===== src/rtl/prog_clk_div_pkg.sv =====
// Shared types and constants for the programmable multi-channel clock divider.
package prog_clk_div_pkg;

  localparam int unsigned MIN_DIV = 2;

  typedef enum logic {
    IDLE = 1'b0,
    RUN  = 1'b1
  } ch_state_e;

endpackage


===== src/rtl/prog_clk_div_ch.sv =====
// One divider channel: active/pending ratio, period counter and registered outputs.
module prog_clk_div_ch
  import prog_clk_div_pkg::*;
#(
  parameter int unsigned CW = 8
) (
  input  logic          clk_i,
  input  logic          rst_i,
  input  logic          en_i,
  input  logic          load_i,
  input  logic          sync_i,
  input  logic [CW-1:0] div_i,
  output logic          clk_o,
  output logic          tick_o,
  output logic          ack_o
);

  ch_state_e     st_q, st_d;
  logic [CW-1:0] cnt_q, cnt_d;
  logic [CW-1:0] a_q, a_d;
  logic [CW-1:0] p_q, p_d;
  logic          pend_q, pend_d;
  logic          clk_q, clk_d;
  logic          tick_q, tick_d;
  logic          ack_q, ack_d;
  logic [CW-1:0] e_cur_c, e_nxt_c;
  logic          boundary_c;
  logic          apply_c;

  // Ratios 0 and 1 behave as MIN_DIV.
  assign e_cur_c    = (a_q < CW'(MIN_DIV)) ? CW'(MIN_DIV) : a_q;
  assign e_nxt_c    = (a_d < CW'(MIN_DIV)) ? CW'(MIN_DIV) : a_d;
  assign boundary_c = (cnt_q == (e_cur_c - CW'(1)));

  always_ff @(posedge clk_i or posedge rst_i) begin
    if (rst_i) begin
      st_q   <= IDLE;
      cnt_q  <= '0;
      a_q    <= CW'(MIN_DIV);
      p_q    <= CW'(MIN_DIV);
      pend_q <= 1'b0;
      clk_q  <= 1'b0;
      tick_q <= 1'b0;
      ack_q  <= 1'b0;
    end else begin
      st_q   <= st_d;
      cnt_q  <= cnt_d;
      a_q    <= a_d;
      p_q    <= p_d;
      pend_q <= pend_d;
      clk_q  <= clk_d;
      tick_q <= tick_d;
      ack_q  <= ack_d;
    end
  end

  // Next state: a pending ratio is promoted only while idle or on a period restart.
  always_comb begin
    st_d    = st_q;
    cnt_d   = cnt_q;
    a_d     = a_q;
    p_d     = p_q;
    pend_d  = pend_q;
    ack_d   = 1'b0;
    apply_c = 1'b0;
    unique case (st_q)
      IDLE: begin
        cnt_d   = '0;
        apply_c = pend_q;
        if (en_i) st_d = RUN;
      end
      RUN: begin
        if (boundary_c || sync_i) begin
          cnt_d   = '0;
          apply_c = pend_q;
        end else begin
          cnt_d = cnt_q + CW'(1);
        end
        if (boundary_c && !en_i) st_d = IDLE;
      end
      default: st_d = IDLE;
    endcase
    if (apply_c) begin
      a_d    = p_q;
      pend_d = 1'b0;
      ack_d  = 1'b1;
    end
    // A load seen on a restart edge lands in P after the promotion above.
    if (load_i) begin
      p_d    = div_i;
      pend_d = 1'b1;
    end
  end

  // Output decode from next state so the outputs leave flops aligned with cnt.
  always_comb begin
    clk_d  = 1'b0;
    tick_d = 1'b0;
    if (st_d == RUN) begin
      clk_d  = (cnt_d >= (e_nxt_c >> 1));
      tick_d = (cnt_d == '0);
    end
  end

  assign clk_o  = clk_q;
  assign tick_o = tick_q;
  assign ack_o  = ack_q;

endmodule


===== src/rtl/prog_clk_div.sv =====
// Programmable clock divider, NCH independent channels.
// Define PROG_CLK_DIV_SYNC_EN to add sync_i, which restarts all running channels.
module prog_clk_div
  import prog_clk_div_pkg::*;
#(
  parameter int unsigned NCH = 2,
  parameter int unsigned CW  = 8
) (
  input  logic              clk_i,
  input  logic              rst_i,
`ifdef PROG_CLK_DIV_SYNC_EN
  input  logic              sync_i,
`endif
  input  logic [NCH-1:0]    en_i,
  input  logic [NCH*CW-1:0] div_i,
  input  logic [NCH-1:0]    load_i,
  output logic [NCH-1:0]    clk_o,
  output logic [NCH-1:0]    tick_o,
  output logic [NCH-1:0]    ack_o
);

  logic sync_c;

`ifdef PROG_CLK_DIV_SYNC_EN
  assign sync_c = sync_i;
`else
  assign sync_c = 1'b0;
`endif

  for (genvar k = 0; k < NCH; k++) begin : g_ch
    prog_clk_div_ch #(
      .CW (CW)
    ) u_ch (
      .clk_i  (clk_i),
      .rst_i  (rst_i),
      .en_i   (en_i[k]),
      .load_i (load_i[k]),
      .sync_i (sync_c),
      .div_i  (div_i[k*CW +: CW]),
      .clk_o  (clk_o[k]),
      .tick_o (tick_o[k]),
      .ack_o  (ack_o[k])
    );
  end

endmodule


===== config.mk =====
export PLATFORM = sky130hd
export DESIGN_NAME = prog_clk_div
export DESIGN_NICKNAME = d
export VERILOG_FILES = /design/src/rtl/prog_clk_div_pkg.sv /design/src/rtl/prog_clk_div_ch.sv /design/src/rtl/prog_clk_div.sv
export SDC_FILE = /design/constraint.sdc
export NUM_CORES = 1
export LEC_CHECK = 0
export CORE_MARGIN = 2
export CORE_UTILIZATION = 50
export CTS_CLUSTER_SIZE = 20
export DETAILED_ROUTE_END_ITERATION = 8
export PLACE_DENSITY = 0.75
export SYNTH_ARGS = -nofsm -noshare
export SYNTH_HDL_FRONTEND = slang
export SYNTH_SLANG_ARGS = --single-unit

===== constraint.sdc =====
create_clock -name clk_i -period 7.1 [get_ports clk_i]
set_clock_uncertainty 0.2 [all_clocks]
set_input_delay 2.13 -clock clk_i [delete_from_list [all_inputs] [get_ports clk_i]]
set_output_delay 2.13 -clock clk_i [all_outputs]
set_load 0.05 [all_outputs]

==> results_dict.tcl, run 1 <==
set metrics [dict create \
    switching_share_of_power 0.4017 \
    number_of_cts_inserted_buffers 9 \
    detail_route.drc_violations 0 \
    grt_pass1_vias 2682 \
    outcome "finished clean" \
    post_cts_buffers 0 \
    die-height_um 90.34 \
    placed_area_mm2 0.003989 \
    finalWeightedCongestion 0.8877 \
    cell_internal_pwr_mw 0.8833 \
    total_placed_cells_including_tap_cells 475 \
    dpl_worst_slack_ps 2350 \
    r2r-end "g_ch[1].u_ch.clk_o" \
    dieWidth_um 90.34 \
    clock_sink_count 58 \
    pwr_density_mw_per_mm2 352.1 \
    synth.yosys.seq_area_share 0.3907 \
    core-area_mm2 0.007253 \
    dp_hpwl_mm 5.485 \
    final_max_slew_viol_count 0 \
    global_route.overflow_total 0 \
    drt_total_wl_mm 7.614 \
    grt_antenna_before_repair 0 \
    critical_path.startpoint_type "register" \
    mostFrequentLayoutCells "sky130_fd_sc_hd__dfrtp_1, sky130_fd_sc_hd__nor2_1, sky130_fd_sc_hd__clkdlybuf4s50_1" \
    syn-num-nets 414 \
    tightest_slew_ps 722.1 \
    layoutNonFillerInstCount 491 \
    grt_setup_unrepaired "no" \
    fraction_of_layout_instances_using_a_drive_strength_above_1 0.1556 \
    ff2ff_path_depth 15 \
    later_pin_clock_latency_in_the_skew_report_ps 340 \
    route.detailed.wl_per_inst_um 15.51 \
    critPathMaxFanout 19 \
    switching_power_mw 0.5929 \
    total_iterations_of_the_first_detailed_routing_run 5 \
    final_area_mm2 0.004193 \
    synth.avg_cell_area_um2 9.966 \
    design.final.nets 427 \
    longest_clk_path_bufs 2 \
    detailroute.via_count 2843 \
    startpoint_to_endpoint_class_of_the_critical_path "reg2reg" \
    drtIter0Drc 221 \
    avgViaCountPerCell 5.790 \
    hold_path_class "reg2reg" \
    std_cell_rows 31 \
    maxSlewHeadroom 0.5186 \
    finalHoldViolCount 0 \
    setup.reg_to_reg.worst_slack_ps 2250 \
    synth-edff-count 0 \
    timing.setup.tns_ps 0 \
    crit_arrival_ps 4840 \
    synth.yosys.warnings 0 \
    cts_tree "built" \
    worstSetupStartpoint "g_ch[1].u_ch.a_q[2]" \
    grtUsageTotal 0.1992 \
    fill_cell_count 638 \
    cts.repair.resized 0 \
    min_period_ps 4847 \
    holdWs_ps 315.9 \
    grt_first_pass_wirelength_mm 13.10 \
    worstPathRequired_ps 7100 \
    regArea_mm2 0.001456 \
    synth.lib_cells_used.distinct 55 \
    synth_ff_type "sky130_fd_sc_hd__dfrtp_1" \
    areaGrowthSynthToFinish_pct 12.49 \
    asyncSetResetFlopFracSynth 1.000 \
    fraction_of_power_consumed_by_sequential_logic 0.369 \
    timing.final.crit_share 0.6826 \
    place.port_buffers 27 \
    postSynthRegisterBits 58 \
    postRouteAntennaNets 0 \
    max_cap_viol_count 0 \
    start_util 0.5139 \
    power.static_leakage_nw 1.740 \
    diodes 0 \
    synth_area_mm2 0.003727 \
    timing.critical_path.to "g_ch[1].u_ch.clk_o" \
    cts_root_buf "sky130_fd_sc_hd__clkbuf_8" \
    setup_viol 0 \
    worstReg2RegStart "g_ch[1].u_ch.a_q[2]" \
    cts_hold_buffers 0 \
    post_synth_inst_count 374 \
    clkSlewWorstSetupHoldPaths_ps 70 \
    hold_depth 1 \
    cts_htree_levels 3 \
    irDropWorstVdd_mv 0.1639 \
    postLayoutSetupSlackWorst_ps 2253 \
    mostFrequentLayoutCell "sky130_fd_sc_hd__dfrtp_1" \
    multi_input_comb_area_mm2 0.002093 \
    clock_power_share 0.210 \
    max_clock_freq_mhz 206.3 \
    pin_count_of_the_biggest_net_entering_global_routing 59 \
    endpoint_kind "register" \
    ios 28 \
    combPwrFrac 0.421 \
    fp.dieArea_mm2 0.008161 \
]
[cells in the mapped netlist (7+ instances only)]
library cell | n | area, µm²
sky130_fd_sc_hd__dfrtp_1 | 54 | 1351
sky130_fd_sc_hd__a21oi_1 | 8 | 40.04
sky130_fd_sc_hd__xor2_1 | 14 | 122.6
sky130_fd_sc_hd__clkbuf_1 | 14 | 52.55
sky130_fd_sc_hd__mux2_2 | 24 | 270.3
sky130_fd_sc_hd__nand3_1 | 16 | 80.08
sky130_fd_sc_hd__xnor2_1 | 15 | 131.4
sky130_fd_sc_hd__and2_1 | 9 | 56.30
sky130_fd_sc_hd__nor2_1 | 33 | 123.9
sky130_fd_sc_hd__nand2_1 | 26 | 97.59
sky130_fd_sc_hd__and3_1 | 11 | 68.82
sky130_fd_sc_hd__or4_1 | 9 | 67.56
sky130_fd_sc_hd__buf_4 | 7 | 52.55
sky130_fd_sc_hd__o21ai_0 | 15 | 75.07
sky130_fd_sc_hd__mux2i_1 | 8 | 80.08
sky130_fd_sc_hd__ha_1 | 18 | 225.2
[power by group through the flow]
stage / Sequential (mW) / Combinational, mW / Clock (mW)
3_3_place_gp: 0.543 / 0.594 / 0
2_1_floorplan: 0.482 / 0.549 / 0
6_report: 0.544 / 0.622 / 0.310
3_5_place_dp: 0.548 / 0.616 / 0
5_1_grt: 0.557 / 0.705 / 0.335
4_1_cts: 0.542 / 0.622 / 0.317
[kinds of logic (layout without fill, tap and decap cells)]
logic type	Yosys count	in the layout	share of synthesized area
compound gates	63	63	0.1370
xor+xnor	29	29	0.06815
fa+ha+maj	18	18	0.06042
buf+inv	35	53	0.04766
flops	58	58	0.3907
mux	34	34	0.1000
simple gates	137	137	0.1960
[layout make-up]
class / count / area share
sequential: 58 / 0.3474
multi-input combinational: 281 / 0.4993
timing repair buffer: 29 / 0.06804
inverter: 8 / 0.007162
clock buffer: 11 / 0.03611
clock inverter: 5 / 0.01253
tap: 99 / 0.02954
[registers in the layout, summed over array words and instances, names as in the netlist, named ones only]
| name | flops |
|---|---|
| g_ch.u_ch.p_q | 16 |
| g_ch.u_ch.ack_o | 2 |
| g_ch.u_ch.st_q | 2 |
| g_ch.u_ch.tick_o | 2 |
| g_ch.u_ch.a_q | 14 |
| g_ch.u_ch.clk_o | 2 |
| g_ch.u_ch.pend_q | 2 |
| g_ch.u_ch.cnt_q | 16 |
[metal layers]
| layer | wire, µm | global-route usage | vias to the layer above |
|---|---|---|---|
| met4 | 151 | 0.08333 | 0 |
| met3 | 278 | 0.03673 | 12 |
| met5 | 0 | 0 | - |
| met1 | 3861 | 0.2937 | 1368 |
| met2 | 3323 | 0.2876 | 74 |
| li1 | - | - | 1389 |
[through the flow]
stage | util | power, mW
finish | 0.5781 | 1.476
global placement | 0.5499 | 1.137
floorplan | - | 1.031
CTS | 0.5781 | 1.481
global route | 0.5781 | 1.597
detailed placement | 0.5499 | 1.164
[worst min-delay path by stage]
stage,from,end,slack (ps)
finish,g_ch[1].u_ch.p_q[0],g_ch[1].u_ch.p_q[0],320
global route,g_ch[1].u_ch.p_q[0],g_ch[1].u_ch.p_q[0],350
CTS,g_ch[1].u_ch.p_q[0],g_ch[1].u_ch.p_q[0],320
detailed placement,g_ch[1].u_ch.p_q[0],g_ch[1].u_ch.p_q[0],300
global placement,g_ch[0].u_ch.p_q[0],register,290
floorplan,g_ch[0].u_ch.p_q[0],g_ch[0].u_ch.p_q[0],270
[worst max-delay path, stage by stage (launching register included)]
cell	delay (ps)
sky130_fd_sc_hd__dfrtp_1	500
sky130_fd_sc_hd__or4_4	600
sky130_fd_sc_hd__o41ai_1	400
sky130_fd_sc_hd__ha_1	320
sky130_fd_sc_hd__nand2_1	100
sky130_fd_sc_hd__xnor2_1	290
sky130_fd_sc_hd__o2111ai_4	340
sky130_fd_sc_hd__o31ai_4	670
sky130_fd_sc_hd__nor2_1	160
sky130_fd_sc_hd__ha_1	340
sky130_fd_sc_hd__a21oi_1	130
sky130_fd_sc_hd__o21ai_0	110
sky130_fd_sc_hd__a31oi_1	210
sky130_fd_sc_hd__o21ai_0	150
sky130_fd_sc_hd__nor2_1	90
sky130_fd_sc_hd__o21ai_0	70
Note: power is estimated with default switching activity, not from simulation.
==> run 2, diff against run 1 <==
PLACE_DENSITY = 0.78   (was 0.75)
clock period = 4.4 ns   (was 7.1 ns; I/O delays follow)
==> run 2 against run 1 <==
  * Setup slack worse by 2100 ps
  * Sequential share of layout area shrank 2.5 points
  * Via count is 6.8% higher
  * Critical path depth is 2 higher
  * Power increased by 74%
  * Register-to-register slack worse by 2100 ps
  * Critical path type unchanged
  * Critical endpoint is now g_ch[0].u_ch.clk_o
  * Largest cell class unchanged
==> results_dict.tcl, run 2 (synthesis results as in run 1) <==
set metrics [dict create \
    placed_area_mm2 0.004086 \
    longest_clk_path_bufs 2 \
    max_clock_freq_mhz 237.3 \
    max_cap_viol_count 0 \
    mostFrequentLayoutCells "sky130_fd_sc_hd__dfrtp_1, sky130_fd_sc_hd__nor2_1, sky130_fd_sc_hd__buf_4" \
    cts_hold_buffers 0 \
    min_period_ps 4215 \
    setup.reg_to_reg.worst_slack_ps 190 \
    fill_cell_count 606 \
    ios 28 \
    irDropWorstVdd_mv 0.2689 \
    crit_arrival_ps 4250 \
    startpoint_to_endpoint_class_of_the_critical_path "reg2reg" \
    diodes 0 \
    crit_path_cell_trace "or4_4 -> o41ai_4 -> ha_2 -> nor3b_2 -> buf_4 -> nand2_2 -> o41a_1 -> a32oi_2 -> nand3_2 -> inv_4 -> buf_6 -> mux2i_2 -> ha_1 -> a31oi_1 -> o21ai_1 -> nor2_1 -> a21oi_1" \
    grt_pass1_vias 2922 \
    hold_depth 1 \
    avgViaCountPerCell 5.840 \
    drtIter0Drc 198 \
    core-area_mm2 0.007253 \
    final_max_slew_viol_count 0 \
    grt_setup_unrepaired "yes" \
    total_iterations_of_the_first_detailed_routing_run 6 \
    design.final.nets 456 \
    global_route.overflow_total 0 \
    timing.final.crit_share 0.9579 \
    postRouteAntennaNets 0 \
    grtUsageTotal 0.2125 \
    critPathMaxStageDelay_ps 580 \
    clock_sink_count 58 \
    destination_of_the_worst_hold_path "g_ch[0].u_ch.p_q[0]" \
    critical_path.startpoint_type "register" \
    later_pin_clock_latency_in_the_skew_report_ps 350 \
    route.detailed.wl_per_inst_um 16.03 \
    final_area_mm2 0.004517 \
    endpoint_kind "register" \
    tightest_slew_ps 705.4 \
    power.static_leakage_nw 1.948 \
    cts_htree_levels 3 \
    critPathMaxFanout 10 \
    crit_path_top_delay_cell "sky130_fd_sc_hd__or4_4" \
    clkSlewWorstSetupHoldPaths_ps 70 \
    finalHoldViolCount 0 \
    number_of_cts_inserted_buffers 9 \
    fraction_of_layout_instances_using_a_drive_strength_above_1 0.2423 \
    worstPathRequired_ps 4430 \
    mostFrequentLayoutCell "sky130_fd_sc_hd__dfrtp_1" \
    drt_total_wl_mm 8.337 \
    dieWidth_um 90.34 \
    areaGrowthSynthToFinish_pct 21.18 \
    die-height_um 90.34 \
    finalWeightedCongestion 0.9484 \
    cts_tree "built" \
    setup_viol 0 \
    grt_first_pass_wirelength_mm 13.95 \
    finalPower_mw 2.572 \
    detail_route.drc_violations 0 \
    worstReg2RegStart "g_ch[0].u_ch.a_q[5]" \
    layout_top_registers "g_ch.u_ch.cnt_q: 16 flops, g_ch.u_ch.p_q: 16 flops, g_ch.u_ch.a_q: 14 flops" \
    pin_count_of_the_biggest_net_entering_global_routing 36 \
    cts_root_buf "sky130_fd_sc_hd__clkbuf_8" \
    pwr_density_mw_per_mm2 569.4 \
    grt_antenna_before_repair 0 \
    detailroute.via_count 3037 \
    timing.hold.worst.start "g_ch[0].u_ch.p_q[0]" \
    dp_hpwl_mm 5.910 \
    hold_path_class "reg2reg" \
    maxSlewHeadroom 0.5290 \
    fp.dieArea_mm2 0.008161 \
    ff2ff_path_depth 17 \
    r2r-end "g_ch[0].u_ch.clk_o" \
    place.port_buffers 27 \
    std_cell_rows 31 \
    outcome "finished clean" \
    start_util 0.5139 \
]
==> run 2: repair_timing <==
| item | in CTS | in global routing |
|---|---|---|
| setup buffers | 0 | 16 |
| setup endpoints to repair | 1 | 2 |
| resized for setup | 4 | 17 |
| hold endpoints to repair | 0 | 0 |
| pin swaps | 0 | 12 |
==> run 2: report_power, final <==
group	switching, mW	internal (mW)
Clock	0.215	0.332
Sequential	0.216	0.669
Combinational	0.582	0.558
==> run 2: stage by stage <==
| step | setup TNS [ps] | worst slack, ps | util | instances | hold slack (ps) |
|---|---|---|---|---|---|
| after CTS | 0 | 12.65 | 0.5963 | 504 | 311.4 |
| after floorplan | 0 | 201.7 | - | 374 | 275.0 |
| after global routing | -116.8 | -72.10 | 0.6227 | 520 | 331.7 |
| final | 0 | 185.3 | 0.6227 | 520 | 312.7 |
| after global placement | -131.6 | -131.6 | 0.5634 | 488 | 291.3 |
| after detailed placement | -133.3 | -133.3 | 0.5634 | 488 | 296.4 |
==> run 2: cell type report <==
class	instances	area (µm²)	share of cell area
Clock buffer	11	141.4	0.03130
Clock inverter	5	77.57	0.01717
Inverter	8	32.53	0.007202
Multi-Input combinational cell	281	2177	0.4820
Sequential cell	58	1458	0.3227
Tap cell	99	123.9	0.02742
Timing Repair Buffer	58	506.7	0.1122
==> run 2: worst max path at each step <==
stage / slack [ps] / start / endpoint
after global placement: -130 / g_ch[0].u_ch.a_q[5] / g_ch[0].u_ch.clk_o
final: 190 / g_ch[0].u_ch.a_q[5] / g_ch[0].u_ch.clk_o
after detailed placement: -130 / g_ch[0].u_ch.a_q[5] / g_ch[0].u_ch.clk_o
after CTS: 10 / g_ch[0].u_ch.a_q[5] / g_ch[0].u_ch.clk_o
after floorplan: 200 / g_ch[0].u_ch.a_q[5] / g_ch[0].u_ch.clk_o
after global routing: -70 / g_ch[1].u_ch.a_q[2] / g_ch[1].u_ch.clk_o
==> run 2: worst max-delay path: cells and delay by family (launching register included) <==
kind | cells | cell delay (ps)
AOI/OAI and AO/OA | 6 | 1230
and+or+nand+nor | 5 | 1030
adders and majority gates | 2 | 520
buffers and inverters | 3 | 440
DFF | 1 | 410
muxes | 1 | 260
==> run 2: metal layers <==
| metal | global-route usage | vias to the layer above | routed length (µm) |
|---|---|---|---|
| met1 | 0.2997 | 1470 | 3899 |
| li1 | - | 1447 | - |
| met5 | 0 | - | 0 |
| met2 | 0.3233 | 107 | 3829 |
| met4 | 0.07308 | 0 | 133 |
| met3 | 0.04841 | 13 | 475 |
